### src/rtl/hlsm_job_driver.sv
// hlsm_job_driver
// Initiator for the Start/Done handshake of a generated HLSM datapath block.
// Jobs {a, b, c, expected z, expected x} are buffered in a small FIFO and
// launched one at a time. Each result is checked against its expectation
// (or declared timed out), the HLSM is pulsed back to its wait state, and
// pass/fail/timeout statistics plus a sticky Error flag are maintained.
module hlsm_job_driver #(
  parameter int WIDTH   = 32,
  parameter int DEPTH   = 8,
  parameter int TIMEOUT = 64,
  parameter int CNTW    = 16
) (
  input  logic             Clk,
  input  logic             Rst,
  input  logic             JobValid,
  output logic             JobReady,
  input  logic [WIDTH-1:0] JobA,
  input  logic [WIDTH-1:0] JobB,
  input  logic [WIDTH-1:0] JobC,
  input  logic [WIDTH-1:0] ExpZ,
  input  logic [WIDTH-1:0] ExpX,
  output logic             DutRst,
  output logic             DutStart,
  output logic [WIDTH-1:0] DutA,
  output logic [WIDTH-1:0] DutB,
  output logic [WIDTH-1:0] DutC,
  input  logic             DutDone,
  input  logic [WIDTH-1:0] DutZ,
  input  logic [WIDTH-1:0] DutX,
  input  logic             ErrorRst,
  output logic             Error,
  output logic             Busy,
  output logic [CNTW-1:0]  PassCount,
  output logic [CNTW-1:0]  FailCount,
  output logic [CNTW-1:0]  TimeoutCount,
  output logic [CNTW-1:0]  LastLatency
);

  localparam int AW = $clog2(DEPTH);
  localparam int EW = 5 * WIDTH;
  localparam logic [CNTW-1:0] WAIT_LAST = CNTW'(TIMEOUT - 1);
  localparam logic [CNTW-1:0] CNT_MAX   = {CNTW{1'b1}};
  localparam logic [CNTW-1:0] CNT_ZERO  = {CNTW{1'b0}};
  localparam logic [AW:0]     OCC_FULL  = (AW + 1)'(DEPTH);
  localparam logic [AW:0]     OCC_ZERO  = {(AW + 1){1'b0}};
  localparam logic [WIDTH-1:0] DATA_ZERO = {WIDTH{1'b0}};

  typedef enum logic [2:0] {
    ST_INIT    = 3'd0,
    ST_IDLE    = 3'd1,
    ST_LAUNCH  = 3'd2,
    ST_WAIT    = 3'd3,
    ST_CHECK   = 3'd4,
    ST_RECOVER = 3'd5
  } state_t;

  state_t           state_r;

  // job FIFO
  logic [EW-1:0]    mem_r [DEPTH];
  logic [AW-1:0]    wr_ptr_r;
  logic [AW-1:0]    rd_ptr_r;
  logic [AW:0]      occ_r;
  logic             empty_s;
  logic             full_s;
  logic             push_s;
  logic             pop_s;
  logic [EW-1:0]    head_s;

  // per-job context
  logic [WIDTH-1:0] exp_z_r;
  logic [WIDTH-1:0] exp_x_r;
  logic [WIDTH-1:0] res_z_r;
  logic [WIDTH-1:0] res_x_r;
  logic [CNTW-1:0]  wait_cnt_r;
  logic             match_s;
  logic             timeout_s;
  logic             error_set_s;

  // Saturating increment shared by all statistic counters.
  function automatic logic [CNTW-1:0] sat_inc(input logic [CNTW-1:0] v);
    logic [CNTW-1:0] r;
    if (v == CNT_MAX) begin
      r = v;
    end else begin
      r = v + {{(CNTW - 1){1'b0}}, 1'b1};
    end
    return r;
  endfunction

  // Queue status, handshake decode and result classification.
  always_comb begin
    empty_s     = (occ_r == OCC_ZERO);
    full_s      = (occ_r == OCC_FULL);
    JobReady    = !full_s;
    push_s      = JobValid && !full_s;
    pop_s       = (state_r == ST_IDLE) && !empty_s;
    head_s      = mem_r[rd_ptr_r];
    Busy        = (state_r != ST_IDLE) || !empty_s;
    match_s     = (res_z_r == exp_z_r) && (res_x_r == exp_x_r);
    timeout_s   = (state_r == ST_WAIT) && !DutDone && (wait_cnt_r == WAIT_LAST);
    error_set_s = timeout_s || ((state_r == ST_CHECK) && !match_s);
  end

  // FIFO storage; contents need no reset because occupancy guards every read.
  always_ff @(posedge Clk) begin
    if (push_s) begin
      mem_r[wr_ptr_r] <= {JobA, JobB, JobC, ExpZ, ExpX};
    end
  end

  // FIFO pointers and occupancy; pointers wrap naturally modulo DEPTH.
  always_ff @(posedge Clk) begin
    if (Rst) begin
      wr_ptr_r <= {AW{1'b0}};
      rd_ptr_r <= {AW{1'b0}};
      occ_r    <= OCC_ZERO;
    end else begin
      if (push_s) begin
        wr_ptr_r <= wr_ptr_r + {{(AW - 1){1'b0}}, 1'b1};
      end
      if (pop_s) begin
        rd_ptr_r <= rd_ptr_r + {{(AW - 1){1'b0}}, 1'b1};
      end
      case ({push_s, pop_s})
        2'b10:   occ_r <= occ_r + {{AW{1'b0}}, 1'b1};
        2'b01:   occ_r <= occ_r - {{AW{1'b0}}, 1'b1};
        default: occ_r <= occ_r;
      endcase
    end
  end

  // Sticky Error: a new mismatch/timeout beats a simultaneous clear request.
  always_ff @(posedge Clk) begin
    if (Rst) begin
      Error <= 1'b0;
    end else if (error_set_s) begin
      Error <= 1'b1;
    end else if (ErrorRst) begin
      Error <= 1'b0;
    end
  end

  // Job sequencer: launch, wait for Done or timeout, check, reset the HLSM.
  always_ff @(posedge Clk) begin
    if (Rst) begin
      state_r      <= ST_INIT;
      DutRst       <= 1'b1;
      DutStart     <= 1'b0;
      DutA         <= DATA_ZERO;
      DutB         <= DATA_ZERO;
      DutC         <= DATA_ZERO;
      exp_z_r      <= DATA_ZERO;
      exp_x_r      <= DATA_ZERO;
      res_z_r      <= DATA_ZERO;
      res_x_r      <= DATA_ZERO;
      wait_cnt_r   <= CNT_ZERO;
      PassCount    <= CNT_ZERO;
      FailCount    <= CNT_ZERO;
      TimeoutCount <= CNT_ZERO;
      LastLatency  <= CNT_ZERO;
    end else begin
      case (state_r)
        ST_INIT: begin
          // DutRst has been high since reset; this cycle completes the pulse.
          DutRst  <= 1'b0;
          state_r <= ST_IDLE;
        end
        ST_IDLE: begin
          if (!empty_s) begin
            DutA     <= head_s[5*WIDTH-1:4*WIDTH];
            DutB     <= head_s[4*WIDTH-1:3*WIDTH];
            DutC     <= head_s[3*WIDTH-1:2*WIDTH];
            exp_z_r  <= head_s[2*WIDTH-1:WIDTH];
            exp_x_r  <= head_s[WIDTH-1:0];
            DutStart <= 1'b1;
            state_r  <= ST_LAUNCH;
          end
        end
        ST_LAUNCH: begin
          DutStart   <= 1'b0;
          wait_cnt_r <= CNT_ZERO;
          state_r    <= ST_WAIT;
        end
        ST_WAIT: begin
          if (DutDone) begin
            res_z_r     <= DutZ;
            res_x_r     <= DutX;
            LastLatency <= sat_inc(wait_cnt_r);
            state_r     <= ST_CHECK;
          end else if (wait_cnt_r == WAIT_LAST) begin
            TimeoutCount <= sat_inc(TimeoutCount);
            DutRst       <= 1'b1;
            state_r      <= ST_RECOVER;
          end else begin
            wait_cnt_r <= sat_inc(wait_cnt_r);
          end
        end
        ST_CHECK: begin
          if (match_s) begin
            PassCount <= sat_inc(PassCount);
          end else begin
            FailCount <= sat_inc(FailCount);
          end
          DutRst  <= 1'b1;
          state_r <= ST_RECOVER;
        end
        ST_RECOVER: begin
          DutRst  <= 1'b0;
          state_r <= ST_IDLE;
        end
        default: begin
          // Unreachable encoding: re-initialise the HLSM and start over.
          DutRst   <= 1'b1;
          DutStart <= 1'b0;
          state_r  <= ST_INIT;
        end
      endcase
    end
  end

endmodule

### config.mk
export PLATFORM = sky130hd
export DESIGN_NAME = hlsm_job_driver
export DESIGN_NICKNAME = d
export VERILOG_FILES = /design/src/rtl/hlsm_job_driver.sv
export SDC_FILE = /design/constraint.sdc
export NUM_CORES = 2
export LEC_CHECK = 0
export ABC_AREA = 1
export ABC_CLOCK_PERIOD_IN_PS = 11550
export CAP_MARGIN = 30
export CORE_MARGIN = 10
export CORE_UTILIZATION = 59
export DETAILED_ROUTE_END_ITERATION = 6
export PLACE_DENSITY = 0.79
export REMOVE_ABC_BUFFERS = 1
export SLEW_MARGIN = 10
export SYNTH_ARGS = -nofsm -noshare
export SYNTH_HDL_FRONTEND = slang
export SYNTH_SLANG_ARGS = --single-unit
export TNS_END_PERCENT = 10
### constraint.sdc
create_clock -name Clk -period 11.55 [get_ports Clk]
set_input_delay 2.8875 -clock Clk [delete_from_list [all_inputs] [get_ports Clk]]
set_output_delay 2.8875 -clock Clk [all_outputs]
set_load 0.05 [all_outputs]
After elaboration in Yosys (flattened, before gate mapping)
Memories as Yosys holds them, arrays and structs flattened. A register that Yosys moved wholly into a read port is not among the register bits.
Cells that the tools add are included.
- register bits after elaboration: 160
- memory bits (writable): 1280
- input port bits: 229
- output and inout port bits: 165
- logic and storage cells: 99
- memories: 1
- $add $sub $neg: 8
- equality and inequality tests: 21
- multiplexer cells: 18
- bitwise gates (word level): 8
- reduce and logical (&&, ||, !) cells: 29
- memory list (memory ; depth ; bits a word ; read ports ; clocked after Yosys merged registers in ; write ports ; line ; RTL):
    mem_r ; 8 ; 160 ; 1 ; 1 ; 1 ; 60 ; logic [EW-1:0] mem_r [DEPTH];
- operators with widths (cell ; count):
    adder 16 x 1 -> 16 bit, second input constant ; 4
    equality test 16 bit, second input constant ; 4
    equality test 32 bit ; 2
    2-to-1 mux 16 bit ; 3
    one-hot mux 16 bit (2 select lines) ; 1
    equality test 16 x 6 -> 1 bit, second input constant ; 1
    one-hot mux 3 bit (5 select lines) ; 1
    AND reduction 3 bit ; 4
    2-to-1 mux 3 bit ; 3
    inverter 1 bit ; 8
    one-hot mux 4 bit (2 select lines) ; 1
    AND reduction 2 bit ; 4
    2-to-1 mux 1 bit ; 7
    adder 3 x 1 -> 3 bit, second input constant ; 2
    equality test 3 x 2 -> 1 bit, second input constant ; 2
    equality test 3 bit, second input constant ; 2
    logical AND 1 bit ; 6
    inequality test 2 bit, second input constant ; 3
    nonzero test 2 bit ; 3
    adder 4 x 1 -> 4 bit, second input constant ; 1
    equality test 4 bit, second input constant ; 1
    zero test 1 bit ; 4
    zero test 4 bit ; 1
    AND reduction 4 bit ; 1
    other kinds (13) ; 15

Longest topological paths before layout
- word-level depth: 6
- depth in mapped cells: 15
- gate-level depth less buffers: 13

Worst setup path before layout
OpenSTA, ideal clock, no wires.
- path kind: in2reg
- start point: in JobValid
- end point: mem mem_r[0][0] (netlist bit), enable pin
- library setup time: 682 ps
- data arrival time: 9880 ps
- data required time: 10868 ps
- path slack: 988 ps
- cell stages on the path: 4
- path buffers: 0
- cells stage by stage: nand2_1 inv_1 nand2_1 nor2_1
- longest elaborated chain between the ends: 3
- RTL lines (what ; line ; RTL):
    start: declaration ; 15 ; input logic JobValid,
    logical AND 1 bit ; 96 ; push_s = JobValid && !full_s;
    2-to-1 mux 1 bit ; 107 ; if (push_s) begin
    2-to-1 mux 1 bit (not written as such) ; 108 ; mem_r[wr_ptr_r] <= {JobA, JobB, JobC, ExpZ, ExpX};
    end: declaration ; 60 ;
Every way passes these cells.

Final worst setup path
- start point: in JobValid
- end point: mem mem_r[0][16] (netlist bit), enable pin
The elaborated chain is that of the path after synthesis.

==> flow_metrics.tcl <==
set metrics [dict create \
    clock_path_buffers 3 \
    cts-root-buf "clkbuf_16" \
    cp-end-kind "register" \
    maxCapViolCount 0 \
    skew_ns 0.0370 \
    place_congestion 0.874 \
    setup_ws_ns 5.73 \
    fp.dieW_um 348 \
    synth_top_cells_by_area "edfxtp_1 61%, dfxtp_1 10%, o21ai_0 6.7%" \
    drt_wl_total_um 149000 \
    grt_max_degree 211 \
    clkPwrFrac 0.301 \
    synth-warning-count 0 \
    max_stage_delay_ns 0.74 \
    num_rows 120 \
    place_ws_ns 5.03 \
    numCtsBuffers 159 \
    antenna_found_initial 50 \
    routedWlPerCell_um 21.4 \
    cp_slowest_cell "buf_4" \
    path_cells "clkdlybuf4s50_1 -> nand2_1 -> inv_1 -> nand2_1 -> nor2_4 -> buf_4 -> buf_4" \
    hp-class "register to register" \
    instances_no_fill 6965 \
    setup_tns_ns 0 \
    ant_nets 0 \
    p_int_mw 11.3 \
    dieArea_sq_um 121000 \
    rsz0062_at_grt "false" \
    dp.final_hpwl_um 86000 \
    path_clk_slew_ns 0.05 \
    grt_pass1_vias 39400 \
    portBuffers 393 \
    min-delay-start "res_z_r[18]" \
    syn-mean-instance-area_sq_um 12.4 \
    final_hold_viol_count 0 \
    cts_resized 0 \
    path_class "input pin to register" \
    r2r-start "rd_ptr_r[1]" \
    yosysUniqueCellTypes 39 \
    drcViolationCount 0 \
    insertion_delay_ns 0.76 \
    reg2reg_to "DutA[21]" \
    place_inst 6645 \
    min_to "res_z_r[18]" \
    synth_area_sq_um 63500 \
    yosys.area.top_type "edfxtp_1" \
    cts_hold_buf 0 \
    yosys_register_bits 1600 \
    top_level_ports 394 \
    worstMarginPinSlew_ns 1.09 \
    fin_nets 5648 \
    track_usage 0.239 \
    yosysSeqAreaShare 0.706 \
    final_layout_size_suffix_gt1_frac 0.0556 \
    p_switching_mw 5.66 \
    seq_power_share 0.416 \
    reg2regPathDepth 6 \
    drtPass1Iterations 5 \
    areaGrowthSynthToFinish_pct 16.4 \
    core_area_sq_um 107000 \
    synth_top_area_frac 0.605 \
    irDropWorstVdd_uv 228 \
    critPathArrivalTime_ns 6.19 \
    avgViaCountPerCell 5.81 \
    fin_crit_sh 0.504 \
    worstSetupStartpointType "input pin" \
    combPwrFrac 0.283 \
    fmax_ghz 0.172 \
    die_y_um 348 \
    slew_violations 0 \
    slew_headroom 0.272 \
    cp.required_ns 11.92 \
    grt_pass1_wl_um 228000 \
    syn_inst 5113 \
    nFillCells 7090 \
    cp_max_fo 47 \
    switching_share 0.334 \
    htreeDepth 4 \
    outcome "finished, final reports clean" \
    multi_input_area_sq_um 15600 \
    initial_utilization 0.594 \
    final-setup-viol-count 0 \
    power_leakage_nw 25.0 \
    final_util 0.692 \
    seqCellArea_sq_um 44900 \
    cts.sinks 1600 \
    r2r_setup_slack_ns 7.53 \
    post_cts.repair.setup_buffers 0 \
    via_count 40500 \
    drt_iter0_markers 4186 \
    whs_path_depth 2 \
    critPathTopFamily "buffers and inverters" \
    fin_crit_ns 5.82 \
    crit_buf_inv 4 \
    cts_tree "built" \
    powerDensity_nw_per_um2 229 \
    grt-ovfl-total 0 \
]
==> area by class of cell <==
type | count | share of cell area
flip-flops and latches | 1600 | 0.607
multi-input cells | 2711 | 0.210
repair buffers | 445 | 0.0628
clock buffers | 226 | 0.0612
inverters | 493 | 0.0253
well taps | 1403 | 0.0237
clock inverters | 66 | 0.00926
diodes | 21 | 0.000711
==> metrics by stage <==
stage          hold slack (ns)  instance area, sq um  total power, mW
6_report                 0.468                 73900             16.9
5_1_grt                  0.487                 73900             17.8
4_1_cts                  0.469                 73700             17.0
3_5_place_dp             0.454                 68500             11.9
3_3_place_gp             0.454                 68400             11.7
2_1_floorplan            0.446                 62200             11.1
==> metal layers <==
metal / share of wire / up-vias / track usage
li1: - / 19000 / -
met1: 0.41 / 19600 / 0.313
met2: 0.47 / 1515 / 0.380
met3: 0.094 / 282 / 0.0712
met4: 0.023 / 56 / 0.0823
met5: 0.0025 / - / 0
==> power groups by stage <==
stage                     combinational [mW]  clock, mW  sequential (mW)
final                                   4.80       5.10             7.04
after global routing                    5.25       5.41             7.09
after CTS                               4.76       5.17             7.04
after detailed placement                4.71          0             7.15
after global placement                  4.58          0             7.13
after floorplan                         3.11          0             7.99
==> cells in the mapped netlist (all sizes together) <==
| master | instances |
|---|---|
| nand3 | 35 |
| edfxtp | 1280 |
| nor2 | 146 |
| or2 | 1 |
| dfxtp | 320 |
| nor4 | 12 |
| clkinv | 3 |
| ha | 9 |
| clkbuf | 193 |
| nor3b | 1 |
| nand2 | 384 |
| nand3b | 3 |
| o21ai | 869 |
| o21bai | 8 |
| buf | 116 |
| nor3 | 17 |
| mux2i | 320 |
| o211ai | 161 |
| nand4 | 35 |
| xor2 | 55 |
| a32oi | 2 |
| o31ai | 1 |
| a21oi | 615 |
| a31oi | 3 |
| inv | 490 |
| xnor2 | 34 |
==> worst min-delay path, cell delays in order, from the launching register on <==
cell and delay (ns):
dfxtp_1 0.30, inv_1 0.06, a21oi_1 0.05
==> how the worst max path moves through the flow <==
stage / start / end / slack (ns) / depth (start not counted)
floorplan: rd_ptr_r[0] / rd_ptr_r[1] / -10.36 / 3
global placement: JobValid / mem_r[0][63] / 5.09 / 7
detailed placement: JobValid / mem_r[0][16] / 5.03 / 7
CTS: JobValid / mem_r[0][16] / 5.79 / 7
global route: JobValid / mem_r[0][16] / 5.59 / 7
finish: JobValid / mem_r[0][16] / 5.73 / 7
==> kinds of logic after synthesis <==
| family | count (synthesis) | synth area share |
|---|---|---|
| compound gates | 1659 | 0.138 |
| xor+xnor | 89 | 0.0123 |
| fa+ha+maj | 9 | 0.00177 |
| buf+inv | 802 | 0.0501 |
| flops | 1600 | 0.706 |
| mux | 320 | 0.0504 |
| simple gates | 634 | 0.0417 |
==> placed cells by master (no fill, tap or decap), drive strengths merged <==
cell           count
a31oi              3
clkdlybuf4s50    392
edfxtp          1280
nand4             35
nor2             146
dfxtp            320
bufinv            11
buf               53
a32oi              2
diode             21
ha                 9
inv              494
nor3              17
nand3b             3
nand3             35
o21bai             8
or2                1
xnor2             34
o211ai           161
o31ai              1
nand2            384
xor2              55
o21ai            869
clkinv            54
mux2i            320
a21oi            615
clkbuf           226
nor3b              1
nor4              12
==> flip-flops by register name, indices dropped and copies added (netlist names) <==
| name | count |
|---|---|
| res_z_r | 32 |
| DutRst | 1 |
| LastLatency | 16 |
| exp_z_r | 32 |
| DutStart | 1 |
| DutB | 32 |
| wait_cnt_r | 16 |
| PassCount | 16 |
| FailCount | 16 |
| TimeoutCount | 16 |
| Error | 1 |
| DutA | 32 |
| rd_ptr_r | 3 |
| wr_ptr_r | 3 |
| DutC | 32 |
| res_x_r | 32 |
| mem_r | 1280 |
| occ_r | 4 |
| state_r | 3 |
| exp_x_r | 32 |
Power figures use the tool's default switching activity.
